[config.mk]
export PLATFORM = sky130hd
export DESIGN_NAME = dbg_axi_bridge_flat
export DESIGN_NICKNAME = d
export VERILOG_FILES = /design/src/rtl/dbg_axi_bridge_if.sv /design/src/rtl/dbg_axi_bridge.sv /design/src/flat_wrapper.sv
export SDC_FILE = /design/constraint.sdc
export NUM_CORES = 1
export LEC_CHECK = 0
export BUFFER_PORTS_ARGS = -buffer_cell sky130_fd_sc_hd__buf_2
export CORE_MARGIN = 2
export CORE_UTILIZATION = 42
export CTS_CLUSTER_DIAMETER = 200
export CTS_CLUSTER_SIZE = 16
export DETAILED_ROUTE_END_ITERATION = 10
export MAX_ROUTING_LAYER = met4
export PLACE_DENSITY_LB_ADDON = 0.08
export SETUP_SLACK_MARGIN = 0.4
export SYNTH_ARGS = -nofsm -noshare
export SYNTH_HDL_FRONTEND = slang
export SYNTH_SLANG_ARGS = --single-unit
[constraint.sdc]
create_clock -name iSoCClk -period 4 [get_ports iSoCClk]
set_input_delay 0.2 -clock iSoCClk [delete_from_list [all_inputs] [get_ports iSoCClk]]
set_output_delay 0.2 -clock iSoCClk [all_outputs]
set_load 0.02 [all_outputs]
[src/rtl/dbg_axi_bridge_if.sv]
// Signal bundles for dbg_axi_bridge: the debug (LMon) bus and the AXI master port.
// Signal names keep their bridge-relative i/o prefixes so existing hookups carry over.
interface dbg_bus_if #(
    parameter int unsigned LEN_WIDTH = 5
);
    logic                 iDSel;
    logic [31:0]          iDAddr;
    logic [31:0]          iDData;
    logic [LEN_WIDTH-1:0] iDLen;
    logic                 iDLMonWen;
    logic                 iDLMonRen;
    logic [31:0]          oDLMonRD;
    logic                 oDRdy;

    modport master (
        output iDSel, iDAddr, iDData, iDLen, iDLMonWen, iDLMonRen,
        input  oDLMonRD, oDRdy
    );
    modport slave (
        input  iDSel, iDAddr, iDData, iDLen, iDLMonWen, iDLMonRen,
        output oDLMonRD, oDRdy
    );
endinterface

interface dbg_axi_if;
    logic [31:0] oAWADDR;
    logic        oAWVALID;
    logic        iAWREADY;
    logic [31:0] oWDATA;
    logic        oWVALID;
    logic        iWREADY;
    logic [1:0]  iBRESP;
    logic        iBVALID;
    logic        oBREADY;
    logic [31:0] oARADDR;
    logic [3:0]  oARLEN;
    logic        oARVALID;
    logic        iARREADY;
    logic [31:0] iRDATA;
    logic [1:0]  iRRESP;
    logic        iRLAST;
    logic        iRVALID;
    logic        oRREADY;

    modport master (
        output oAWADDR, oAWVALID, oWDATA, oWVALID, oBREADY,
               oARADDR, oARLEN, oARVALID, oRREADY,
        input  iAWREADY, iWREADY, iBRESP, iBVALID,
               iARREADY, iRDATA, iRRESP, iRLAST, iRVALID
    );
    modport slave (
        input  oAWADDR, oAWVALID, oWDATA, oWVALID, oBREADY,
               oARADDR, oARLEN, oARVALID, oRREADY,
        output iAWREADY, iWREADY, iBRESP, iBVALID,
               iARREADY, iRDATA, iRRESP, iRLAST, iRVALID
    );
endinterface

[src/rtl/dbg_axi_bridge.sv]
// Debug LMon bus to AXI master bridge: single writes, INCR read bursts up to MAX_BURST beats.
// Define DBG_AXI_RESP_CHK_EN to latch non-OKAY BRESP/RRESP into the sticky oErr flag.
module dbg_axi_bridge #(
    parameter int unsigned LEN_WIDTH = 5,
    parameter int unsigned MAX_BURST = 16
) (
    input  logic       iSoCClk,
    input  logic       iSoCRst,
    dbg_bus_if.slave   dbg,
    dbg_axi_if.master  axi,
    output logic       oErr
);
    typedef enum logic [2:0] {IDLE, WADDR, WRESP, RADDR, RDATA} bridgeState_t;

    bridgeState_t state;
    logic [3:0]   arLenNext;
    logic         awDone;
    logic         wDone;

    // Zero-length requests read one beat; oversize requests are clamped.
    always_comb begin
        arLenNext = '0;
        if (32'(dbg.iDLen) > MAX_BURST) begin
            arLenNext = 4'(MAX_BURST - 1);
        end else if (dbg.iDLen != '0) begin
            arLenNext = 4'(32'(dbg.iDLen) - 1);
        end
    end

    always_comb begin
        awDone = !axi.oAWVALID || axi.iAWREADY;
        wDone  = !axi.oWVALID  || axi.iWREADY;
    end

    always_ff @(posedge iSoCClk or posedge iSoCRst) begin
        if (iSoCRst) begin
            state        <= IDLE;
            axi.oAWADDR  <= '0;
            axi.oAWVALID <= 1'b0;
            axi.oWDATA   <= '0;
            axi.oWVALID  <= 1'b0;
            axi.oBREADY  <= 1'b0;
            axi.oARADDR  <= '0;
            axi.oARLEN   <= '0;
            axi.oARVALID <= 1'b0;
            axi.oRREADY  <= 1'b0;
            dbg.oDLMonRD <= '0;
            dbg.oDRdy    <= 1'b0;
        end else begin
            dbg.oDRdy <= 1'b0;
            unique case (state)
                IDLE: begin
                    if (dbg.iDSel && dbg.iDLMonWen) begin
                        axi.oAWADDR  <= dbg.iDAddr;
                        axi.oWDATA   <= dbg.iDData;
                        axi.oAWVALID <= 1'b1;
                        axi.oWVALID  <= 1'b1;
                        state        <= WADDR;
                    end else if (dbg.iDSel && dbg.iDLMonRen) begin
                        axi.oARADDR  <= dbg.iDAddr;
                        axi.oARLEN   <= arLenNext;
                        axi.oARVALID <= 1'b1;
                        state        <= RADDR;
                    end
                end
                WADDR: begin
                    // AW and W complete independently; leave once neither is outstanding.
                    if (axi.oAWVALID && axi.iAWREADY) axi.oAWVALID <= 1'b0;
                    if (axi.oWVALID && axi.iWREADY)   axi.oWVALID  <= 1'b0;
                    if (awDone && wDone) begin
                        axi.oBREADY <= 1'b1;
                        state       <= WRESP;
                    end
                end
                WRESP: begin
                    if (axi.iBVALID) begin
                        axi.oBREADY <= 1'b0;
                        dbg.oDRdy   <= 1'b1;
                        state       <= IDLE;
                    end
                end
                RADDR: begin
                    if (axi.iARREADY) begin
                        axi.oARVALID <= 1'b0;
                        axi.oRREADY  <= 1'b1;
                        state        <= RDATA;
                    end
                end
                RDATA: begin
                    if (axi.iRVALID) begin
                        dbg.oDLMonRD <= axi.iRDATA;
                        dbg.oDRdy    <= 1'b1;
                        if (axi.iRLAST) begin
                            axi.oRREADY <= 1'b0;
                            state       <= IDLE;
                        end
                    end
                end
                default: state <= IDLE;
            endcase
        end
    end

`ifdef DBG_AXI_RESP_CHK_EN
    always_ff @(posedge iSoCClk or posedge iSoCRst) begin
        if (iSoCRst) begin
            oErr <= 1'b0;
        end else if ((state == WRESP && axi.iBVALID && axi.iBRESP != 2'b00) ||
                     (state == RDATA && axi.iRVALID && axi.iRRESP != 2'b00)) begin
            oErr <= 1'b1;
        end
    end
`else
    logic unusedResp;
    assign unusedResp = ^{axi.iBRESP, axi.iRRESP};
    assign oErr       = 1'b0;
`endif
endmodule

[src/flat_wrapper.sv]
// flat-port wrapper written by rule: the top's interface ports become plain ports
module dbg_axi_bridge_flat 
#(
    parameter int unsigned LEN_WIDTH = 5,
    parameter int unsigned MAX_BURST = 16
)
  (iSoCClk, iSoCRst, oErr, dbg_iDSel, dbg_iDAddr, dbg_iDData, dbg_iDLen, dbg_iDLMonWen, dbg_iDLMonRen, dbg_oDLMonRD, dbg_oDRdy, axi_oAWADDR, axi_oAWVALID, axi_oWDATA, axi_oWVALID, axi_oBREADY, axi_oARADDR, axi_oARLEN, axi_oARVALID, axi_oRREADY, axi_iAWREADY, axi_iWREADY, axi_iBRESP, axi_iBVALID, axi_iARREADY, axi_iRDATA, axi_iRRESP, axi_iRLAST, axi_iRVALID);
  dbg_bus_if #(.LEN_WIDTH(LEN_WIDTH)) dbg_i ();
  dbg_axi_if axi_i ();
  input  logic iSoCClk;
  input  logic iSoCRst;
  output logic oErr;
  input wire logic [$bits(dbg_i.iDSel)-1:0] dbg_iDSel;
  input wire logic [$bits(dbg_i.iDAddr)-1:0] dbg_iDAddr;
  input wire logic [$bits(dbg_i.iDData)-1:0] dbg_iDData;
  input wire logic [$bits(dbg_i.iDLen)-1:0] dbg_iDLen;
  input wire logic [$bits(dbg_i.iDLMonWen)-1:0] dbg_iDLMonWen;
  input wire logic [$bits(dbg_i.iDLMonRen)-1:0] dbg_iDLMonRen;
  output wire logic [$bits(dbg_i.oDLMonRD)-1:0] dbg_oDLMonRD;
  output wire logic [$bits(dbg_i.oDRdy)-1:0] dbg_oDRdy;
  output wire logic [$bits(axi_i.oAWADDR)-1:0] axi_oAWADDR;
  output wire logic [$bits(axi_i.oAWVALID)-1:0] axi_oAWVALID;
  output wire logic [$bits(axi_i.oWDATA)-1:0] axi_oWDATA;
  output wire logic [$bits(axi_i.oWVALID)-1:0] axi_oWVALID;
  output wire logic [$bits(axi_i.oBREADY)-1:0] axi_oBREADY;
  output wire logic [$bits(axi_i.oARADDR)-1:0] axi_oARADDR;
  output wire logic [$bits(axi_i.oARLEN)-1:0] axi_oARLEN;
  output wire logic [$bits(axi_i.oARVALID)-1:0] axi_oARVALID;
  output wire logic [$bits(axi_i.oRREADY)-1:0] axi_oRREADY;
  input wire logic [$bits(axi_i.iAWREADY)-1:0] axi_iAWREADY;
  input wire logic [$bits(axi_i.iWREADY)-1:0] axi_iWREADY;
  input wire logic [$bits(axi_i.iBRESP)-1:0] axi_iBRESP;
  input wire logic [$bits(axi_i.iBVALID)-1:0] axi_iBVALID;
  input wire logic [$bits(axi_i.iARREADY)-1:0] axi_iARREADY;
  input wire logic [$bits(axi_i.iRDATA)-1:0] axi_iRDATA;
  input wire logic [$bits(axi_i.iRRESP)-1:0] axi_iRRESP;
  input wire logic [$bits(axi_i.iRLAST)-1:0] axi_iRLAST;
  input wire logic [$bits(axi_i.iRVALID)-1:0] axi_iRVALID;
  assign dbg_i.iDSel = dbg_iDSel;
  assign dbg_i.iDAddr = dbg_iDAddr;
  assign dbg_i.iDData = dbg_iDData;
  assign dbg_i.iDLen = dbg_iDLen;
  assign dbg_i.iDLMonWen = dbg_iDLMonWen;
  assign dbg_i.iDLMonRen = dbg_iDLMonRen;
  assign dbg_oDLMonRD = dbg_i.oDLMonRD;
  assign dbg_oDRdy = dbg_i.oDRdy;
  assign axi_oAWADDR = axi_i.oAWADDR;
  assign axi_oAWVALID = axi_i.oAWVALID;
  assign axi_oWDATA = axi_i.oWDATA;
  assign axi_oWVALID = axi_i.oWVALID;
  assign axi_oBREADY = axi_i.oBREADY;
  assign axi_oARADDR = axi_i.oARADDR;
  assign axi_oARLEN = axi_i.oARLEN;
  assign axi_oARVALID = axi_i.oARVALID;
  assign axi_oRREADY = axi_i.oRREADY;
  assign axi_i.iAWREADY = axi_iAWREADY;
  assign axi_i.iWREADY = axi_iWREADY;
  assign axi_i.iBRESP = axi_iBRESP;
  assign axi_i.iBVALID = axi_iBVALID;
  assign axi_i.iARREADY = axi_iARREADY;
  assign axi_i.iRDATA = axi_iRDATA;
  assign axi_i.iRRESP = axi_iRRESP;
  assign axi_i.iRLAST = axi_iRLAST;
  assign axi_i.iRVALID = axi_iRVALID;
  dbg_axi_bridge #(.LEN_WIDTH(LEN_WIDTH), .MAX_BURST(MAX_BURST)) u_core (.iSoCClk(iSoCClk), .iSoCRst(iSoCRst), .dbg(dbg_i), .axi(axi_i), .oErr(oErr));
endmodule
==> out/metrics.csv <==
metric,value,unit
outcome,finished clean,
grt_max_degree,81,
yosys_register_bits,141,
synth_ff_type,dfrtp_1,
fmax,391,MHz
port_buffers,249,
leakage,3.76,nW
diodes,0,
placed_cell_area,6980,µm²
cp-end-kind,flip-flop,
post-route-period-util,63.9,%
grt-ovfl-total,0,
max_cap_violations,0,
final.min_clock_period,2560,ps
slew_violations,0,
final_cell_area,7540,µm²
cts.root.buffer_cell,clkbuf_16,
dr.first_iter.drc_count,173,
dp_hpwl,9210,µm
final_core_util,57.6,%
rows,42,
clkLatencyLatePin,410,ps
synth_edf_count,0,
min_path_type,in -> reg,
pre_cts_slack,1400,ps
rsz0062_at_grt,false,
routed_wl,12600,µm
critPathBufInv,1,
fin_nets,733,
power_density,887,nW/µm²
stdcell_count,799,
synth_async_sr_flop_share,100,%
areaGrowthSynthToFinish,35.6,%
clock_sinks,141,
crit_chain,or3_4 > nor3_2 > buf_4 > mux2_2,
dieArea,14200,µm²
dp_cells,767,
min_from,dbg_iDData[11],
critPathArrivalTime,2840,ps
viasPerCell,4.78,
drc,0,
tns,0,ps
start_util,42.5,%
crit_start,u_core.state[0],
wl_per_cell,15.8,µm
vias,3819,
crit_type,reg -> reg,
cp_slowest_cell,nor3_2,
die_x,119,µm
syn_area,5560,µm²
slew_headroom,34.8,%
drive_gt1_share,66.1,%
total_power,6.69,mW
cpLargestDelayFamily,simple AND/OR/NAND/NOR gates,
worstMarginPinSlew,977,ps
drt-pass1-iter-count,4,
crit_required,4290,ps
final_antenna_net_count,0,
grt_pass1_wl,19700,µm
worstSetupStartpointType,flip-flop,
grt_use_total,18.7,%
finalHoldViolations,0,
htreeDepth,4,
setup_viol,0,
fp.dieH,119,µm
grt_pass1_vias,3872,
antenna_found_initial,0,
path_max_fanout,14,
cts_tree,built,
yosys_warnings,0,
syn_nets,473,
r2r_start,u_core.state[0],
path_clk_slew,50,ps
core,13100,µm²
seq_area_frac_synth,63.4,%
cts-buffers-inserted,17,
ioPinCount,255,
clock_path_buffers,2,
synthCells,355,
hold_ws,18.4,ps
cp_slowest_stage_delay,690,ps
synth_cell_types,40,
skew,6.89,ps
syn_area_per_cell,15.7,µm²
peakVddDrop,0.562,mV
postLayoutSetupSlackWorst,1440,ps
routabilityCongestion,0.735,
worst register-to-register path, stage by stage (launching register included):
cell and delay, ps:
dfrtp_1 530, or3_4 490, nor3_2 690, buf_4 370, mux2_2 360
registers in the layout, summed over array words and instances, names as in the netlist:
name	count
u_core.axi.oARADDR	32
u_core.axi.oARLEN	4
u_core.axi.oARVALID	1
u_core.axi.oAWADDR	32
u_core.axi.oAWVALID	1
u_core.axi.oBREADY	1
u_core.axi.oRREADY	1
u_core.axi.oWDATA	32
u_core.axi.oWVALID	1
u_core.dbg.oDLMonRD	32
u_core.dbg.oDRdy	1
u_core.state	3
layout by cell type (no fill, tap or decap), drive strengths merged, types with 2 or more instances in the layout:
master / instances
o21ai: 2
nand3: 2
inv: 5
mux2: 131
or3: 2
dlygate4sd3: 5
maj3: 3
nand2b: 3
dfrtp: 141
o31ai: 2
buf: 254
ha: 2
clkbuf: 25
nand2: 8
o2bb2ai: 2
clkinvlp: 2
nand3b: 3
nor2: 5
a21oi: 6
a31oi: 4
cell type report:
class                   instances  area (µm²)
inverters                       6        26.3
well taps                     176         220
repair buffers                259        1350
multi-input cells             190        1910
fillers                      1079        5540
clock inverters                 2        37.5
clock buffers                  25         475
flip-flops and latches        141        3530
cell families after synthesis:
| kind of cell | after synthesis | synth area share (%) |
|---|---|---|
| multiplexers | 132 | 27.3 |
| XOR/XNOR | 1 | 0.157 |
| other | 1 | 0.0674 |
| adder cells (fa/ha/maj) | 5 | 0.989 |
| AO/OA/AOI/OAI | 21 | 2.52 |
| buffers and inverters | 24 | 2.47 |
| flip-flops | 141 | 63.4 |
| AND/OR/NAND/NOR | 30 | 3.08 |
power breakdown:
part	total, mW	leakage (nW)	internal [mW]	switching [mW]
logic	2.78	1.81	1.19	1.59
clock network	1.39	0.245	0.869	0.520
registers	2.52	1.71	2.15	0.370
total	6.69	3.76	4.20	2.48
layer usage:
metal  global-route usage, %  vias to the layer above  part of all wire, %
met1                    21.5                     1885                   41
met3                    7.04                        9                  7.3
met2                    30.5                      152                   51
met5                       -                        -                    0
met4                    5.73                        0                  1.2
li1                        -                     1773                    -
path summary, 6_finish.rpt:
check	endpoint	slack (ps)	depth (start not counted)
max reg2reg	u_core.axi.oARADDR[15]	1440	4
max in group asynchronous	u_core.axi.oARADDR[28]	3250	3
min in group asynchronous	u_core.dbg.oDLMonRD[5]	50	3
min reg2reg	u_core.axi.oARVALID	480	1
max	u_core.axi.oARADDR[15]	1440	4
min	u_core.axi.oWDATA[11]	20	2
synthesized netlist by cell type, types with 2 or more instances:
cell | instances | area share [%]
ha_1 | 2 | 0.45
o21ai_0 | 2 | 0.18
a31oi_1 | 4 | 0.45
mux2_2 | 122 | 25
o31ai_1 | 2 | 0.27
buf_2 | 7 | 0.63
o2bb2ai_1 | 2 | 0.31
inv_1 | 6 | 0.40
buf_1 | 3 | 0.20
buf_4 | 4 | 0.54
nand3_1 | 2 | 0.18
a21oi_1 | 6 | 0.54
clkbuf_1 | 2 | 0.13
nand2b_1 | 3 | 0.34
dfrtp_1 | 141 | 63
nand3b_1 | 3 | 0.40
nand2_1 | 8 | 0.54
nor2_1 | 4 | 0.27
mux2_4 | 9 | 2.4
maj3_1 | 3 | 0.54
repair_timing:
item	4_1_cts	5_1_grt
buffers inserted	0	0
hold buffers	4	1
hold endpoints to repair	4	1
gates resized for setup	0	0
(Power assumes the default switching activity.)
